==> src/rtl/rom_reader_pkg.sv <==
// Shared types for the ROM burst reader.
// Holds the controller state encoding used by rom_reader.
package rom_reader_pkg;

    typedef enum logic [1:0] {
        IDLE  = 2'd0,
        READ  = 2'd1,
        DRAIN = 2'd2
    } state_t;

endpackage

==> src/rtl/stream_buf2.sv <==
// Two-entry valid/ready FIFO between the ROM read pipeline and the stream port.
// Head entry stays put until it is popped, so stalled output never changes.
module stream_buf2 #(
    parameter int WIDTH = 9
) (
    input  logic             clk,
    input  logic             rst,
    input  logic             in_valid,
    output logic             in_ready,
    input  logic [WIDTH-1:0] in_data,
    output logic             out_valid,
    input  logic             out_ready,
    output logic [WIDTH-1:0] out_data,
    output logic [1:0]       count
);

    logic [WIDTH-1:0] mem [2];
    logic             wr_ptr;
    logic             rd_ptr;
    logic             push;
    logic             pop;

    assign in_ready  = (count != 2'd2);
    assign out_valid = (count != 2'd0);
    assign out_data  = mem[rd_ptr];
    assign push      = in_valid & in_ready;
    assign pop       = out_valid & out_ready;

    always_ff @(posedge clk or posedge rst) begin
        if (rst) begin
            mem[0] <= '0;
            mem[1] <= '0;
            wr_ptr <= 1'b0;
            rd_ptr <= 1'b0;
            count  <= 2'd0;
        end else begin
            if (push) begin
                mem[wr_ptr] <= in_data;
                wr_ptr      <= ~wr_ptr;
            end
            if (pop) begin
                rd_ptr <= ~rd_ptr;
            end
            count <= count + {1'b0, push} - {1'b0, pop};
        end
    end

endmodule

==> src/rtl/rom_reader.sv <==
// Burst reader: streams len words from a synchronous ROM starting at base.
// Reads are throttled so buffered plus in-flight words never exceed two.
module rom_reader
    import rom_reader_pkg::*;
#(
    parameter int DATA_WIDTH = 8,
    parameter int ADDR_WIDTH = 8
) (
    input  logic                  clk_i,
    input  logic                  rst_i,
    input  logic                  start_i,
    input  logic [ADDR_WIDTH-1:0] base_addr_i,
    input  logic [ADDR_WIDTH:0]   len_i,
    output logic                  busy_o,
    output logic                  done_o,
    output logic [ADDR_WIDTH-1:0] rom_addr_o,
    input  logic [DATA_WIDTH-1:0] rom_data_i,
    output logic [DATA_WIDTH-1:0] m_data_o,
    output logic                  m_valid_o,
    input  logic                  m_ready_i,
    output logic                  m_last_o
);

    localparam logic [ADDR_WIDTH:0] ONE = 1;

    state_t              state;
    state_t              state_nx;
    logic [ADDR_WIDTH:0] rem;
    logic                inflight;
    logic                inflight_last;
    logic                accept;
    logic                issue;
    logic                pop;
    logic                done_nx;
    logic                buf_in_ready;
    logic                buf_out_valid;
    logic [DATA_WIDTH:0] buf_out_data;
    logic [1:0]          buf_count;
    logic [1:0]          occupancy;

    assign occupancy = buf_count + {1'b0, inflight};
    assign pop       = buf_out_valid & m_ready_i;

    always_ff @(posedge clk_i or posedge rst_i) begin
        if (rst_i) begin
            state <= IDLE;
        end else begin
            state <= state_nx;
        end
    end

    always_comb begin
        state_nx = state;
        accept   = 1'b0;
        issue    = 1'b0;
        done_nx  = 1'b0;
        unique case (state)
            IDLE: begin
                if (start_i) begin
                    if (len_i == '0) begin
                        done_nx = 1'b1;
                    end else begin
                        accept   = 1'b1;
                        state_nx = READ;
                    end
                end
            end
            READ: begin
                issue = (occupancy < 2'd2) ||
                        (occupancy == 2'd2 && pop);
                if (issue && rem == ONE) begin
                    state_nx = DRAIN;
                end
            end
            DRAIN: begin
                if (pop && buf_out_data[DATA_WIDTH]) begin
                    done_nx  = 1'b1;
                    state_nx = IDLE;
                end
            end
            default: state_nx = IDLE;
        endcase
    end

    always_ff @(posedge clk_i or posedge rst_i) begin
        if (rst_i) begin
            rem           <= '0;
            rom_addr_o    <= '0;
            inflight      <= 1'b0;
            inflight_last <= 1'b0;
            done_o        <= 1'b0;
        end else begin
            done_o        <= done_nx;
            inflight      <= issue;
            inflight_last <= issue && (rem == ONE);
            if (accept) begin
                rom_addr_o <= base_addr_i;
                rem        <= len_i;
            end else if (issue) begin
                rom_addr_o <= rom_addr_o + ADDR_WIDTH'(1);
                rem        <= rem - ONE;
            end
        end
    end

    // Last flag travels with the word so the stream side needs no counter.
    stream_buf2 #(
        .WIDTH(DATA_WIDTH + 1)
    ) u_buf (
        .clk      (clk_i),
        .rst      (rst_i),
        .in_valid (inflight & buf_in_ready),
        .in_ready (buf_in_ready),
        .in_data  ({inflight_last, rom_data_i}),
        .out_valid(buf_out_valid),
        .out_ready(m_ready_i),
        .out_data (buf_out_data),
        .count    (buf_count)
    );

    assign busy_o    = (state != IDLE);
    assign m_valid_o = buf_out_valid;
    assign m_data_o  = buf_out_valid ? buf_out_data[DATA_WIDTH-1:0] : '0;
    assign m_last_o  = buf_out_valid & buf_out_data[DATA_WIDTH];

endmodule
==> config.mk <==
export PLATFORM = sky130hd
export DESIGN_NAME = rom_reader
export DESIGN_NICKNAME = d
export VERILOG_FILES = /design/src/rtl/rom_reader_pkg.sv /design/src/rtl/stream_buf2.sv /design/src/rtl/rom_reader.sv
export SDC_FILE = /design/constraint.sdc
export NUM_CORES = 1
export LEC_CHECK = 0
export CAP_MARGIN = 20
export CORE_ASPECT_RATIO = 0.8
export CORE_MARGIN = 5
export CORE_UTILIZATION = 42
export CTS_BUF_LIST = sky130_fd_sc_hd__clkbuf_4 sky130_fd_sc_hd__clkbuf_8 sky130_fd_sc_hd__clkbuf_16
export DETAILED_ROUTE_END_ITERATION = 8
export PLACE_DENSITY = 0.72
export SLEW_MARGIN = 15
export SYNTH_ARGS = -nofsm -noshare
export SYNTH_HDL_FRONTEND = slang
export SYNTH_SLANG_ARGS = --single-unit
==> constraint.sdc <==
create_clock -name clk_i -period 2.7 [get_ports clk_i]
set_input_delay 0.27 -clock clk_i [delete_from_list [all_inputs] [get_ports clk_i]]
set_output_delay 0.27 -clock clk_i [all_outputs]
set_load 0.01 [all_outputs]
==> results.toml, run 1 <==
[timing]
relSlewSlack = 0.6311
timing.clock.skew_ns = 0.008178
setup_violators_final = 0
maxClockFrequency_mhz = 476.0
finalHoldWorstSlack_ns = 0.4112
layout_min_cycle_time_ns = 2.101
max_slew.worst_pin.slew_ns = 0.5487
setup-tns-final_ns = 0
hold_viol_final = 0
period_share = 0.7781
grt_setup_unrepaired = "false"
report.final.slew_viol_count = 0
final_critical_path_setup_slack_ns = 0.5992

[clock_tree]
clock_tree.htree_level_count = 2
post_cts_resized = 0
cts_hold_buf = 0
clockRootBuffer = "clkbuf_8"
latest_clock_arrival_within_the_worst_skew_pair_ns = 0.30
clock_buffers_created_by_tritoncts = 5
path_clk_slew_ns = 0.09
cts.sinks = 44
cts_post_setup_buffers_inserted = 0
tritoncts = "yes"
ctsLongestPathBuffers = 2

[final_layout]
instances_no_fill = 331
final_net_count = 300
ff_latch_area_sq_um = 1101
multiInputGateArea_sq_um = 1112
utilization = 0.5556
final_layout_size_suffix_gt1_frac = 0.1617
antenna_cells = 0
num-fill-cells = 481
syn2layout_area_growth_pct = 29.80

[worst_setup_path]
beginning_of_the_critical_path = "u_buf.rd_ptr"
path_class = "reg2out"
cp.required_ns = 2.43
timing.critical_path.from_type = "flip-flop"
rrSetupSlack_ns = 0.64
critPathMaxStageDelay_ns = 0.70
worst_r2r_path_depth = 7
crit_path_cell_trace = "mux2i_1, nor2_1, clkdlybuf4s50_1"
end_kind = "primary output"
crit_end = "m_last_o"
timing.rr.end = "rom_addr_o[4]"
crit-reg2reg-launch = "u_buf.count[0]"
critical_path_cell_with_the_highest_stage_delay = "dfrtp_1"
worst-endpoint-arrival_ns = 1.83
crit_fanout = 10

[global_routing]
grt_antenna_before_repair = 0
gr-total-overflow = 0
grt_max_degree = 45
first_pass_grt_wire_length_microns = 8342
groute.usage.overall = 0.1458
first_global_vias = 1787

[die]
placeableCoreArea_sq_um = 5375
floorplan.die.width_microns = 92.76
die_height_microns = 76.20
io-pin-count = 49
fp.dieArea_sq_um = 7068
initial_utilization = 0.4281
core.rowCount = 24

[placed_design]
numPortBuffers = 48
post-place-cells = 323
preCtsSetupSlack_ns = 0.3388
hpwlAfterDp_microns = 3715
place.gp.congestion = 0.7986

[synthesis]
synth-seq-cells = 44
synth_warnings = 0
post_synth_instance_area_sq_um = 2301
yosys-top-cells-area = "dfrtp_1 (48%), mux2_2 (8.8%), a221o_1 (4.4%)"
synth_top_cell_area_share = 0.4785
ys_seq_area_frac = 0.4785
avgSynthCellArea_sq_um = 10.91
netlist.top_cell.by_area = "dfrtp_1"
post_synth_edffs = 0
ys.flop_type = "dfrtp_1"
postSynth.asyncResetShare = 1.000
synthMostInstantiatedCell = "dfrtp_1"
ys_top_cells_by_count = "dfrtp_1 (44), mux2_2 (18), nor2_1 (17), a221o_1 (10), nand2_1 (10)"
synthesis.instances = 211
synth.distinct_cells = 47
mappedNetlistNets = 246

[detailed_routing]
vias_per_cell = 5.562
m1WireLength_microns = 2369
drt.antenna.violating_nets = 0
detailedRoute.firstPassIterationCount = 4
highest_layer = "met4"
post_drt_wl_per_cell_microns = 15.15
detail_route.iter0.violations = 92
met2RoutedLength_microns = 2258
detailroute.via_count = 1841
drcViolationCount = 0
drt-total-wl_microns = 5015
routed-wl-met3_microns = 317

[hold_path]
holdCritPathClass = "in2async"

[power]
cellPowerDensity_nw_per_um2 = 1265
leakage_power_figure_uw = 0.001271
worst_ir_drop_vdd_mv = 0.5546

[outcome]
status = "finished, final reports clean"

[flow_run]
timing.max_cap.violations = 0
==> cell type report <==
| type | count | share of cell area |
|---|---|---|
| Inverter | 10 | 0.01257 |
| Clock buffer | 6 | 0.02765 |
| Clock inverter | 2 | 0.01299 |
| Sequential cell | 44 | 0.3687 |
| Timing Repair Buffer | 55 | 0.1785 |
| Multi-Input combinational cell | 149 | 0.3724 |
| Tap cell | 65 | 0.02723 |
==> state kept, by name (all words and copies together) (netlist names) <==
signal,flops
u_buf.mem,18
rem,9
rom_addr_o,8
state,2
u_buf.count,2
done_o,1
inflight,1
inflight_last,1
u_buf.rd_ptr,1
u_buf.wr_ptr,1
==> logic make-up after synthesis <==
logic type,count (synthesis),share of synthesized area
compound gates,44,0.1441
xor+xnor,5,0.01904
fa+ha+maj,6,0.03263
buf+inv,18,0.03806
flops,44,0.4785
mux,27,0.1272
simple gates,67,0.1604
==> layout by cell type, fill, tap and decap left out, types with 8 or more instances in the layout <==
cell type / Yosys / routed
nand2_1: 10 / 10
a21oi_1: 9 / 9
dfrtp_1: 44 / 44
clkdlybuf4s50_1: 0 / 48
inv_1: 9 / 8
nor2_1: 17 / 17
a221o_1: 10 / 10
mux2_2: 18 / 18
mux2i_1: 9 / 9
==> metal layers <==
metal | vias to the layer above | global-route usage
met4 | 0 | 0.05124
met1 | 884 | 0.2046
met3 | 8 | 0.03949
met2 | 57 | 0.2165
met5 | - | 0
li1 | 892 | -
==> power breakdown <==
part | internal, uW | switching, uW | leakage (uW)
clock | 303 | 229 | 0.0000614
sequential | 965 | 271 | 0.000534
combinational | 1080 | 932 | 0.000675
==> how the worst min path moves through the flow <==
stage	cells past startpoint	slack, ns	to
6_report	3	0.41	rom_addr_o[6]
5_1_grt	3	0.46	u_buf.mem[9]
4_1_cts	3	0.43	rom_addr_o[1]
3_5_place_dp	1	0.48	u_buf.wr_ptr
3_3_place_gp	1	0.47	u_buf.wr_ptr
2_1_floorplan	2	0.39	rom_addr_o[7]
==> critical path: cells and delay by family (launching register included) <==
family / cells / cell delay [ns]
flip-flops: 1 / 0.70
multiplexers: 1 / 0.18
AND/OR/NAND/NOR: 1 / 0.11
buffers and inverters: 1 / 0.54
==> metrics by stage <==
stage                     power (uW)  instance area, sq um
after floorplan                 2535                  2301
after global placement          3224                  2865
after detailed placement        3272                  2865
after CTS                       3818                  2987
after global routing            4082                  2987
final                           3778                  2987
No activity file was read; power rests on OpenSTA's default activity.
==> run 2, diff against run 1 <==
==> constraint.sdc (replaced) <==
create_clock -name clk_i -period 2.05 [get_ports clk_i]
set_input_delay 0.205 -clock clk_i [delete_from_list [all_inputs] [get_ports clk_i]]
set_output_delay 0.205 -clock clk_i [all_outputs]
set_load 0.01 [all_outputs]
==> run 2 against run 1 <==
Net effect:
- sequential power grew 31%
- combinational power increased by 41%
- utilization rose by 1.2 points
- cell count increased by 3.3%
- via count rose by 2.1%
- critical path depth is 4 higher
- non-clock buffer count grew 11
- register-to-register slack got worse by 0.54 ns
- first-iteration DRC count down 16%
- sequential share of layout area shrank 0.72 points
- largest cell class unchanged
- highest routed layer unchanged
==> results.toml, run 2 (synthesized netlist as in run 1, its figures left out) <==
[detailed_routing]
detail_route.iter0.violations = 77
post_drt_wl_per_cell_microns = 15.46
routed-wl-met3_microns = 274
highest_layer = "met4"
detailroute.via_count = 1880
m1WireLength_microns = 2448
drt.antenna.violating_nets = 0
met2RoutedLength_microns = 2509
vias_per_cell = 5.497
drcViolationCount = 0
drt-total-wl_microns = 5289
detailedRoute.firstPassIterationCount = 4

[timing]
hold_viol_final = 0
layout_min_cycle_time_ns = 1.945
report.final.slew_viol_count = 0
grt_setup_unrepaired = "false"
relSlewSlack = 0.6291
finalHoldWorstSlack_ns = 0.3524
setup_violators_final = 0
max_slew.worst_pin.slew_ns = 0.5564
timing.clock.skew_ns = 0.007294
period_share = 0.9488
maxClockFrequency_mhz = 514.1
setup-tns-final_ns = 0

[die]
placeableCoreArea_sq_um = 5375
floorplan.die.width_microns = 92.76
fp.dieArea_sq_um = 7068
io-pin-count = 49
core.rowCount = 24
initial_utilization = 0.4281
die_height_microns = 76.20

[flow_run]
timing.max_cap.violations = 0

[placed_design]
numPortBuffers = 48
post-place-cells = 332
place.gp.congestion = 0.8329
hpwlAfterDp_microns = 3867

[power]
cellPowerDensity_nw_per_um2 = 1653
power.sequential.fraction = 0.321
leakage_power_figure_uw = 0.001313
power.clock.fraction = 0.115
combinationalPowerShare = 0.564
worst_ir_drop_vdd_mv = 0.7978
p_switching_uw = 1909
power_report.internal_total_uw = 3130
switching_share = 0.3788

[worst_setup_path]
cp.required_ns = 2.23
critical_path_cell_with_the_highest_stage_delay = "dfrtp_1"
critPathMaxStageDelay_ns = 0.38
crit_fanout = 7
timing.critical_path.from_type = "flip-flop"
worst-endpoint-arrival_ns = 2.12
path_class = "reg2reg"
end_kind = "flip-flop"
crit_path_frequent_cell = "a221o_1"
crit_path_cell_trace = "ha_1, nand2b_1, a221o_1, inv_4, nor2_1, buf_4, a221o_1"

[global_routing]
groute.usage.overall = 0.1579
gr-total-overflow = 0
grt_antenna_before_repair = 0
first_pass_grt_wire_length_microns = 9128
grt_max_degree = 45
first_global_vias = 1987

[clock_tree]
ctsLongestPathBuffers = 2
path_clk_slew_ns = 0.08
cts.sinks = 44
clock_buffers_created_by_tritoncts = 5
tritoncts = "yes"
cts_hold_buf = 0
latest_clock_arrival_within_the_worst_skew_pair_ns = 0.29
clockRootBuffer = "clkbuf_8"
clock_tree.htree_level_count = 2

[final_layout]
antenna_cells = 0
reg.largest.list = "u_buf.mem (18), rem (9), rom_addr_o (8)"
layout.cells.most_common = "clkdlybuf4s50_1"
largest-register = "u_buf.mem"
instances_no_fill = 342
final_net_count = 311
layout_common_cells = "clkdlybuf4s50_1 (48), dfrtp_1 (43), mux2_2 (18), buf_4 (18), nor2_1 (17)"
syn2layout_area_growth_pct = 32.52
final_layout_size_suffix_gt1_frac = 0.1986
max_reg_flops = 18
num-fill-cells = 468

[hold_path]
holdCritPathClass = "in2async"

[outcome]
status = "finished, final reports clean"
## run 2: cell types whose count changed in the layout (fill, tap and decap cells not counted)
cell / previous run / this run
inv_4: 0 / 1
clkbuf_4: 0 / 2
dfrtp_1: 44 / 43
inv_2: 1 / 0
bufinv_16: 1 / 0
dfrtp_2: 0 / 1
buf_4: 7 / 18
clkinv_4: 1 / 0
## run 2: worst paths after layout
| path | start | end | slack (ns) | cells past startpoint |
|---|---|---|---|---|
| hold reg to reg | u_buf.wr_ptr | u_buf.wr_ptr | 0.49 | 1 |
| min in group clk_i | base_addr_i[6] | rom_addr_o[6] | 0.48 | 2 |
| max in group asynchronous | rst_i | u_buf.rd_ptr | 1.29 | 3 |
| hold / removal | rst_i | u_buf.mem[11] | 0.35 | 3 |
| setup reg to reg | inflight | rom_addr_o[3] | 0.10 | 7 |
| setup / recovery | inflight | rom_addr_o[3] | 0.10 | 7 |
## run 2: metrics by stage
stage	utilization	worst slack [ns]	instance area (sq um)	power, uW
6_report	0.5673	0.1050	3049	5040
5_1_grt	0.5673	0.006074	3049	5452
4_1_cts	0.5640	0.05889	3032	4997
3_5_place_dp	0.5456	-0.1992	2933	4408
3_3_place_gp	0.5456	-0.1080	2933	4324
2_1_floorplan	-	0.1050	2301	3339
## run 2: final cells by class
cell class                 instances  area [sq um]  area share
clock buffer                       8         97.59     0.03201
inverter                          10         40.04     0.01313
multi-input combinational        149          1112      0.3648
sequential                        44          1102      0.3615
tap                               65         81.33     0.02667
timing repair buffer              66         615.6      0.2019
## run 2: timing repair
item	in CTS	in global routing
endpoints found under the setup margin	1	8
buffers inserted	0	2
gates resized for setup	1	1
## run 2: layer usage
metal	up-vias	track usage
met3	6	0.03751
met1	911	0.2106
met4	0	0.04539
li1	914	-
met2	49	0.2563
met5	-	0
## run 2: power groups by stage
stage          clock network (uW)  logic (uW)  registers (uW)
2_1_floorplan                   0        1800            1540
4_1_cts                       595        2780            1620
5_1_grt                       627        3140            1680
3_3_place_gp                    0        2710            1610
3_5_place_dp                    0        2780            1630
6_report                      578        2840            1620
## run 2: critical path: cells and delay by family (launching register included)
kind | cells | cell delay [ns]
AND/OR/NAND/NOR | 2 | 0.21
adder cells (fa/ha/maj) | 1 | 0.29
flip-flops | 1 | 0.38
buffers and inverters | 2 | 0.27
AO/OA/AOI/OAI | 2 | 0.67
==> run 3, diff against run 2 <==
--- a/config.mk
+++ b/config.mk
@@ -11,6 +11,7 @@
 export CORE_UTILIZATION = 42
 export CTS_BUF_LIST = sky130_fd_sc_hd__clkbuf_4 sky130_fd_sc_hd__clkbuf_8 sky130_fd_sc_hd__clkbuf_16
 export DETAILED_ROUTE_END_ITERATION = 8
+export GPL_ROUTABILITY_DRIVEN = 0
 export PLACE_DENSITY = 0.72
 export SLEW_MARGIN = 15
 export SYNTH_ARGS = -nofsm -noshare
==> results of run 3 <==
Same layout as run 2: the final DEF is identical, and so are final timing and power.
